File: src/rtl/pipe_pkg.sv
// Shared definitions for the 5-stage 8-bit pipeline: register-file geometry and
// hazard-sequencer state encoding.
package pipe_pkg;

  localparam int unsigned REG_ADDR_W = 3;
  localparam int unsigned DATA_W     = 8;

  typedef logic [1:0] state_t;

  localparam state_t RUN      = 2'd0;
  localparam state_t MEM_WAIT = 2'd1;
  localparam state_t HALT     = 2'd2;

endpackage

File: src/rtl/sat_counter.sv
// Width-parameterised up-counter that sticks at all-ones; clr takes priority over inc.
module sat_counter #(
  parameter int unsigned WIDTH = 16
) (
  input  logic             clk,
  input  logic             rst,
  input  logic             clr,
  input  logic             inc,
  output logic [WIDTH-1:0] count
);

  logic [WIDTH-1:0] count_q;
  logic [WIDTH-1:0] count_d;

  always_comb begin
    count_d = count_q;
    if (clr) begin
      count_d = '0;
    end else if (inc && (count_q != '1)) begin
      count_d = count_q + WIDTH'(1);
    end
  end

  always_ff @(posedge clk or negedge rst) begin
    if (!rst) begin
      count_q <= '0;
    end else begin
      count_q <= count_d;
    end
  end

  assign count = count_q;

endmodule

File: src/rtl/pipeline_hazard_ctrl.sv
// Stall/flush sequencer for the 5-stage pipeline: load-use bubbles, taken-branch flushes and
// data-memory waits with a timeout watchdog, plus a saturating stall-cycle counter.
module pipeline_hazard_ctrl
  import pipe_pkg::*;
#(
  parameter int unsigned MEM_TIMEOUT = 16,
  parameter bit          R0_ZERO     = 1'b1,
  parameter int unsigned CNT_W       = 16
) (
  input  logic                  clk,
  input  logic                  rst,
  input  logic [REG_ADDR_W-1:0] id_rs1,
  input  logic [REG_ADDR_W-1:0] id_rs2,
  input  logic                  id_use1,
  input  logic                  id_use2,
  input  logic                  ex_memRd,
  input  logic [REG_ADDR_W-1:0] ex_rd,
  input  logic                  branch_tkn,
  input  logic                  mem_req,
  input  logic                  mem_ready,
  input  logic                  cnt_clr,
  output logic                  pc_en,
  output logic                  if_id_en,
  output logic                  id_ex_en,
  output logic                  ex_mem_en,
  output logic                  mem_wb_en,
  output logic                  if_id_flush,
  output logic                  id_ex_flush,
  output logic                  mem_wb_flush,
  output logic                  halted,
  output logic [CNT_W-1:0]      stall_cnt
);

  localparam int unsigned WAIT_W = $clog2(MEM_TIMEOUT + 1);

  state_t            state_q, state_d;
  logic [WAIT_W-1:0] wait_q, wait_d;

  logic memstall;
  logic lu;
  logic rs1_hit;
  logic rs2_hit;
  logic r0_block;

  assign memstall = mem_req & ~mem_ready & (state_q != HALT);
  assign rs1_hit  = id_use1 & (id_rs1 == ex_rd);
  assign rs2_hit  = id_use2 & (id_rs2 == ex_rd);
  assign r0_block = R0_ZERO & (ex_rd == '0);
  assign lu       = ex_memRd & (rs1_hit | rs2_hit) & ~r0_block;

  always_comb begin
    pc_en        = 1'b0;
    if_id_en     = 1'b0;
    id_ex_en     = 1'b0;
    ex_mem_en    = 1'b0;
    mem_wb_en    = 1'b0;
    if_id_flush  = 1'b0;
    id_ex_flush  = 1'b0;
    mem_wb_flush = 1'b0;
    halted       = 1'b0;
    if (!rst) begin
      // Everything frozen while reset is held.
    end else if (state_q == HALT) begin
      halted = 1'b1;
    end else if (memstall) begin
      // Only WB advances so its instruction retires once; a bubble follows it.
      mem_wb_en    = 1'b1;
      mem_wb_flush = 1'b1;
    end else if (branch_tkn) begin
      pc_en       = 1'b1;
      if_id_en    = 1'b1;
      id_ex_en    = 1'b1;
      ex_mem_en   = 1'b1;
      mem_wb_en   = 1'b1;
      if_id_flush = 1'b1;
      id_ex_flush = 1'b1;
    end else if (lu) begin
      id_ex_en    = 1'b1;
      ex_mem_en   = 1'b1;
      mem_wb_en   = 1'b1;
      id_ex_flush = 1'b1;
    end else begin
      pc_en     = 1'b1;
      if_id_en  = 1'b1;
      id_ex_en  = 1'b1;
      ex_mem_en = 1'b1;
      mem_wb_en = 1'b1;
    end
  end

  always_comb begin
    state_d = state_q;
    wait_d  = wait_q;
    case (state_q)
      RUN: begin
        if (memstall) begin
          state_d = MEM_WAIT;
          wait_d  = WAIT_W'(1);
        end
      end
      MEM_WAIT: begin
        if (!memstall) begin
          state_d = RUN;
          wait_d  = '0;
        end else if (wait_q == WAIT_W'(MEM_TIMEOUT)) begin
          state_d = HALT;
        end else begin
          wait_d = wait_q + WAIT_W'(1);
        end
      end
      HALT: begin
        state_d = HALT;
      end
      default: begin
        state_d = RUN;
        wait_d  = '0;
      end
    endcase
  end

  always_ff @(posedge clk or negedge rst) begin
    if (!rst) begin
      state_q <= RUN;
      wait_q  <= '0;
    end else begin
      state_q <= state_d;
      wait_q  <= wait_d;
    end
  end

  sat_counter #(
    .WIDTH(CNT_W)
  ) u_stall_cnt (
    .clk  (clk),
    .rst  (rst),
    .clr  (cnt_clr),
    .inc  (~pc_en),
    .count(stall_cnt)
  );

endmodule
File: config.mk
export PLATFORM = sky130hd
export DESIGN_NAME = pipeline_hazard_ctrl
export DESIGN_NICKNAME = d
export VERILOG_FILES = /design/src/rtl/pipe_pkg.sv /design/src/rtl/sat_counter.sv /design/src/rtl/pipeline_hazard_ctrl.sv
export SDC_FILE = /design/constraint.sdc
export NUM_CORES = 1
export LEC_CHECK = 0
export BUFFER_PORTS_ARGS = -buffer_cell sky130_fd_sc_hd__buf_2
export CORE_ASPECT_RATIO = 1.75
export CORE_MARGIN = 2
export CORE_UTILIZATION = 35
export DETAILED_ROUTE_END_ITERATION = 16
export SLEW_MARGIN = 10
export SYNTH_ARGS = -nofsm -noshare
export SYNTH_HDL_FRONTEND = slang
export SYNTH_SLANG_ARGS = --single-unit
export TNS_END_PERCENT = 10
File: constraint.sdc
create_clock -name clk -period 5.3 [get_ports clk]
set_input_delay 0.265 -clock clk [delete_from_list [all_inputs] [get_ports clk]]
set_output_delay 0.265 -clock clk [all_outputs]
set_load 0.1 [all_outputs]
Yosys cells after proc, flatten, opt, wreduce, memory -nomap -nowiden
Index checks and enable logic that the tools add are counted.
{"block": "word_totals", "reg_bits": 23, "elab_cells": 66}
{"block": "classes", "addsub": 2, "eq_ne": 10, "mux": 34, "n_bitwise": 11, "reduce_logical": 6}
{"op": "$mux 16", "n": 2}
{"op": "$mux 1", "n": 24}
{"op": "$add 16x1->16 const B", "n": 1}
{"op": "$ne 16x16->1 const B", "n": 1}
{"op": "$mux 5", "n": 3}
{"op": "$pmux 5 s3", "n": 1}
{"op": "$and 1x1->1", "n": 6}
{"op": "$eq 3x3->1", "n": 2}
{"op": "$mux 2", "n": 3}
{"op": "$ne 3x3->1 const B", "n": 2}
{"op": "$pmux 2 s3", "n": 1}
{"op": "$add 5x1->5 const B", "n": 1}
{"op": "$eq 5x5->1 const B", "n": 1}
{"op": "$ne 2x2->1 const B", "n": 2}
{"op": "$not 1->1", "n": 4}
{"op": "$logic_not 3->1", "n": 1}
{"op": "$reduce_and 3->1", "n": 1}
{"op": "$eq 2x1->1 const B", "n": 1}
{"op": "$eq 2x2->1 const B", "n": 1}
{"op": "$logic_not 2->1", "n": 1}
{"op": "$reduce_and 2->1", "n": 1}
{"op": "$reduce_bool 2->1", "n": 1}
{"op": "$logic_and 1x1->1", "n": 1}
{"op": "$or 1x1->1", "n": 1}

Longest topological paths before layout
{"block": "logic_depth", "word_depth": 14, "mapped_depth": 9}

Hierarchy
Synthesis repeated with hierarchy kept, for this count alone.
{"block": "unflattened", "cells_unflattened": 160, "hier_area_um2": 1490.2}
{"mod": "sat_counter", "instances": 1, "cells_each": 98, "area_each_um2": 942.2, "seq_area_each_um2": 400.4}
{"mod": "pipeline_hazard_ctrl", "instances": 1, "cells_each": 62, "area_each_um2": 548.0, "seq_area_each_um2": 175.2}

Worst setup path before layout
OpenSTA, ideal clock, no wires.
{"block": "synth_timing", "path_kind": "reg2out", "startpoint": "register state_q[0]", "endpoint": "output pc_en", "t_arrival_ns": 2.508, "required_ns": 5.035, "path_slack_ns": 2.527, "stages_incl_launch_ff": 6, "cell_sequence": "dfrtp_1 -> inv_1 -> nand2_1 -> nand3_1 -> nor2_1 -> buf_4"}
{"block": "synth_between", "elab_chain_cells": 5}
{"element": "from (decl)", "line_no": "pipeline_hazard_ctrl.sv:36", "rtl": "state_t state_q, state_d;"}
{"element": "from (signal assigned)", "line_no": "pipeline_hazard_ctrl.sv:126", "rtl": "state_q <= state_d;"}
{"element": "$ne 2x2->1", "line_no": "pipeline_hazard_ctrl.sv:45", "rtl": "assign memstall = mem_req & ~mem_ready & (state_q != HALT);"}
{"element": "$and 1x1->1", "line_no": "pipeline_hazard_ctrl.sv:45"}
{"element": "$mux 1"}
{"element": "$mux 1 * (2 in series)"}
{"element": "to (decl)", "line_no": "pipeline_hazard_ctrl.sv:22", "rtl": "output logic pc_en,"}
Every way passes the cells marked *; elsewhere a longest branch is shown, timed or not.

Worst setup path in the final report
{"block": "layout_timing", "startpoint": "input rst", "endpoint": "output if_id_flush"}
{"block": "layout_between", "elab_chain_cells": 1}
{"element": "from (decl)", "line_no": "pipeline_hazard_ctrl.sv:11", "rtl": "input logic rst,"}
{"element": "$mux 1", "line_no": "pipeline_hazard_ctrl.sv:61", "rtl": "if (!rst) begin"}
{"element": "to (decl)", "line_no": "pipeline_hazard_ctrl.sv:27", "rtl": "output logic if_id_flush,"}
No other way between the ends.

==> out/metrics.yaml <==
synthesis.area_sq_mm: 0.00138
cpMostUsedCell: "buf_2"
status: "finished, final reports clean"
tritoncts: "built"
clock-root-buffer: "clkbuf_8"
crit_path_start_kind: "primary input"
clockBufferDepth: 2
critical_path_required_ps: 5040
finalHoldViolations: 0
grt_use_met2: 0.252
swShare: 0.269
hpwlAfterDp_mm: 2.41
die_y_microns: 87.1
path_cells: "dlygate4sd3_1, buf_2, nand3_1, inv_1, and2_1, buf_2"
crit_family: "buffers and inverters"
vias_per_cell: 5.18
htree_levels: 1
rsz0062_at_grt: "false"
synth_top_flop_cell: "dfrtp_1"
syn_avg_cell_area_sq_um: 8.58
switchingPower_uw: 89.8
holdPathEnd: "wait_q[0]"
grt_first_pass_wirelength_mm: 4.91
r2r_start: "state_q[1]"
cts.sink_count: 23
drive_gt1_frac: 0.248
wl_per_cell_microns: 12.4
critPathMaxStageDelay_ps: 520
clkPwrFrac: 0.326
placed_cells: 245
slew_violations: 0
cp_num_buf_inv: 4
p_leak_nw: 0.769
min_path_type: "in -> reg"
yosysUniqueCellTypes: 33
skew_ps: 6.20
crit_type: "in -> out"
regToRegEndpoint: "wait_q[4]"
holdPathStages: 4
cell_internal_pwr_uw: 244
holdWs_ps: 288
top_usage_layer: "met2"
met3_usage: 0.0189
io_buffers: 42
drc: 0
pin_count: 43
tns_ps: 0
cts_buffers: 3
cp-end-kind: "output port"
die_x_microns: 51.5
setup_violations: 0
diodes: 0
use_met1: 0.166
drtIter0Drc: 9
slowest_stage: "dlygate4sd3_1"
slew_headroom: 0.533
syn2layout_area_growth_pct: 20.7
worst-path-max-fanout: 26
ant_nets: 0
tightest_slew_ps: 700
async_flop_share: 1.00
routabilityCongestion: 0.699
cp.arrival_ps: 2300
finalCritPeriodShare: 0.484
overflow: 0
yosysWarnings: 0
synth_edf_count: 0
ctsResizeCount: 0
syn_nets: 182
clk_pin_slew_ps: 80
drtPass1Iterations: 4
start_util: 0.361
min_period_ps: 2570
rr_worst_depth: 6
rows: 30
drv_cap: 0
grt_pass1_vias: 1138
fmax_ghz: 0.389
ys_seq_area_frac: 0.417
power_density_mw_per_mm2: 200
wl_mm: 3.11
worstSkewPairLatency_ps: 260
seqPwrFrac: 0.538
combPwrFrac: 0.136
synthCells: 161
grtUsageTotal: 0.142
core_area_sq_mm: 0.00383
synth-seq-cells: 23
ir_worst_vdd_mv: 0.108
die_area_sq_mm: 0.00449
grt_antenna_before_repair: 0
worstHoldStart: "mem_ready"
layout.nets: 224
grt_max_degree: 27
via_count: 1295
r2r_slack_ps: 3260
fin_cells: 250
[synth_stat cells, types with 2 or more instances]
cell | number | area (sq um)
a21oi_1 | 12 | 60.1
buf_4 | 2 | 15.0
clkbuf_1 | 2 | 7.51
dfrtp_1 | 23 | 576
ha_1 | 3 | 37.5
inv_1 | 8 | 30.0
mux2_2 | 2 | 22.5
nand2_1 | 19 | 71.3
nand3_1 | 10 | 50.1
nand4_1 | 4 | 25.0
nor2_1 | 16 | 60.1
nor2b_1 | 4 | 25.0
nor3_1 | 3 | 15.0
o211ai_1 | 3 | 22.5
o21ai_0 | 11 | 55.1
o31ai_1 | 6 | 45.0
or3_1 | 4 | 25.0
or4_1 | 8 | 60.1
xnor2_1 | 6 | 52.6
xor2_1 | 2 | 17.5
[area by class of cell]
class,instances,area [sq um]
Clock buffer,4,45.0
Fill cell,421,2160
Inverter,8,30.0
Multi-Input combinational cell,124,737
Sequential cell,23,576
Tap cell,48,60.1
Timing Repair Buffer,43,220
[cells by family (layout without fill, tap and decap cells)]
| logic type | count (synthesis) | after routing | synth area share |
|---|---|---|---|
| compound gates | 35 | 35 | 0.153 |
| flops | 23 | 23 | 0.417 |
| fa+ha+maj | 3 | 3 | 0.0272 |
| simple gates | 75 | 75 | 0.279 |
| buf+inv | 14 | 55 | 0.0498 |
| xor+xnor | 8 | 8 | 0.0507 |
| mux | 3 | 3 | 0.0235 |
[worst reg2reg max path, stage by stage, from the launching register on]
cell,delay [ps]
dfrtp_1,400
nor3b_1,340
nand2_1,260
o211ai_1,580
nor3_1,110
a21oi_1,140
o21ai_0,80
[power by group through the flow]
stage               Sequential [mW]  Combinational [mW]  Clock [mW]
finish                        0.180              0.0454       0.109
global route                  0.180              0.0496       0.118
CTS                           0.180              0.0461       0.112
detailed placement            0.183              0.0453           0
global placement              0.183              0.0449           0
floorplan                     0.196              0.0156           0
[timing repair]
action / 4_1_cts / 5_1_grt
buffers inserted: 0 / 0
hold buffers: 1 / 0
endpoints found under the hold margin: 20 / 0
[flip-flops by register name, summed over array words and instances, names as in the netlist]
register,flops
u_stall_cnt.count,16
wait_q,5
state_q,2
[worst max path at each step]
stage | depth (start not counted) | slack (ps) | from | to
2_1_floorplan | 5 | 2530 | state_q[0] | pc_en
3_3_place_gp | 5 | 3050 | rst | u_stall_cnt.count[15]
3_5_place_dp | 5 | 3020 | rst | u_stall_cnt.count[15]
4_1_cts | 6 | 2680 | rst | if_id_flush
5_1_grt | 6 | 2500 | rst | u_stall_cnt.count[15]
6_report | 6 | 2730 | rst | if_id_flush
[per-layer routing]
metal / wire length (microns) / share of wire / vias to the layer above
met5: 0 / 0 / -
met4: 64 / 0.021 / 0
met3: 112 / 0.036 / 7
met2: 1650 / 0.53 / 26
met1: 1280 / 0.41 / 604
li1: - / - / 658
[metrics by stage]
| step | total power, mW | utilization | setup slack, ps | area [sq um] |
|---|---|---|---|---|
| final | 0.334 | 0.436 | 2730 | 1670 |
| after global routing | 0.347 | 0.436 | 2500 | 1670 |
| after CTS | 0.338 | 0.436 | 2680 | 1670 |
| after detailed placement | 0.229 | 0.421 | 3020 | 1610 |
| after global placement | 0.228 | 0.421 | 3050 | 1610 |
| after floorplan | 0.212 | - | 2530 | 1380 |
[layout by cell type (no fill, tap or decap), types with 4 or more instances in the layout]
cell / count
buf_2: 42
nor2_1: 16
or3_1: 4
dfrtp_1: 23
inv_1: 8
xnor2_1: 6
nor2b_1: 4
or4_1: 8
nand4_1: 4
nand3_1: 10
a21oi_1: 12
o21ai_0: 11
nand2_1: 19
o31ai_1: 6
No activity file was read; power rests on OpenSTA's default activity.
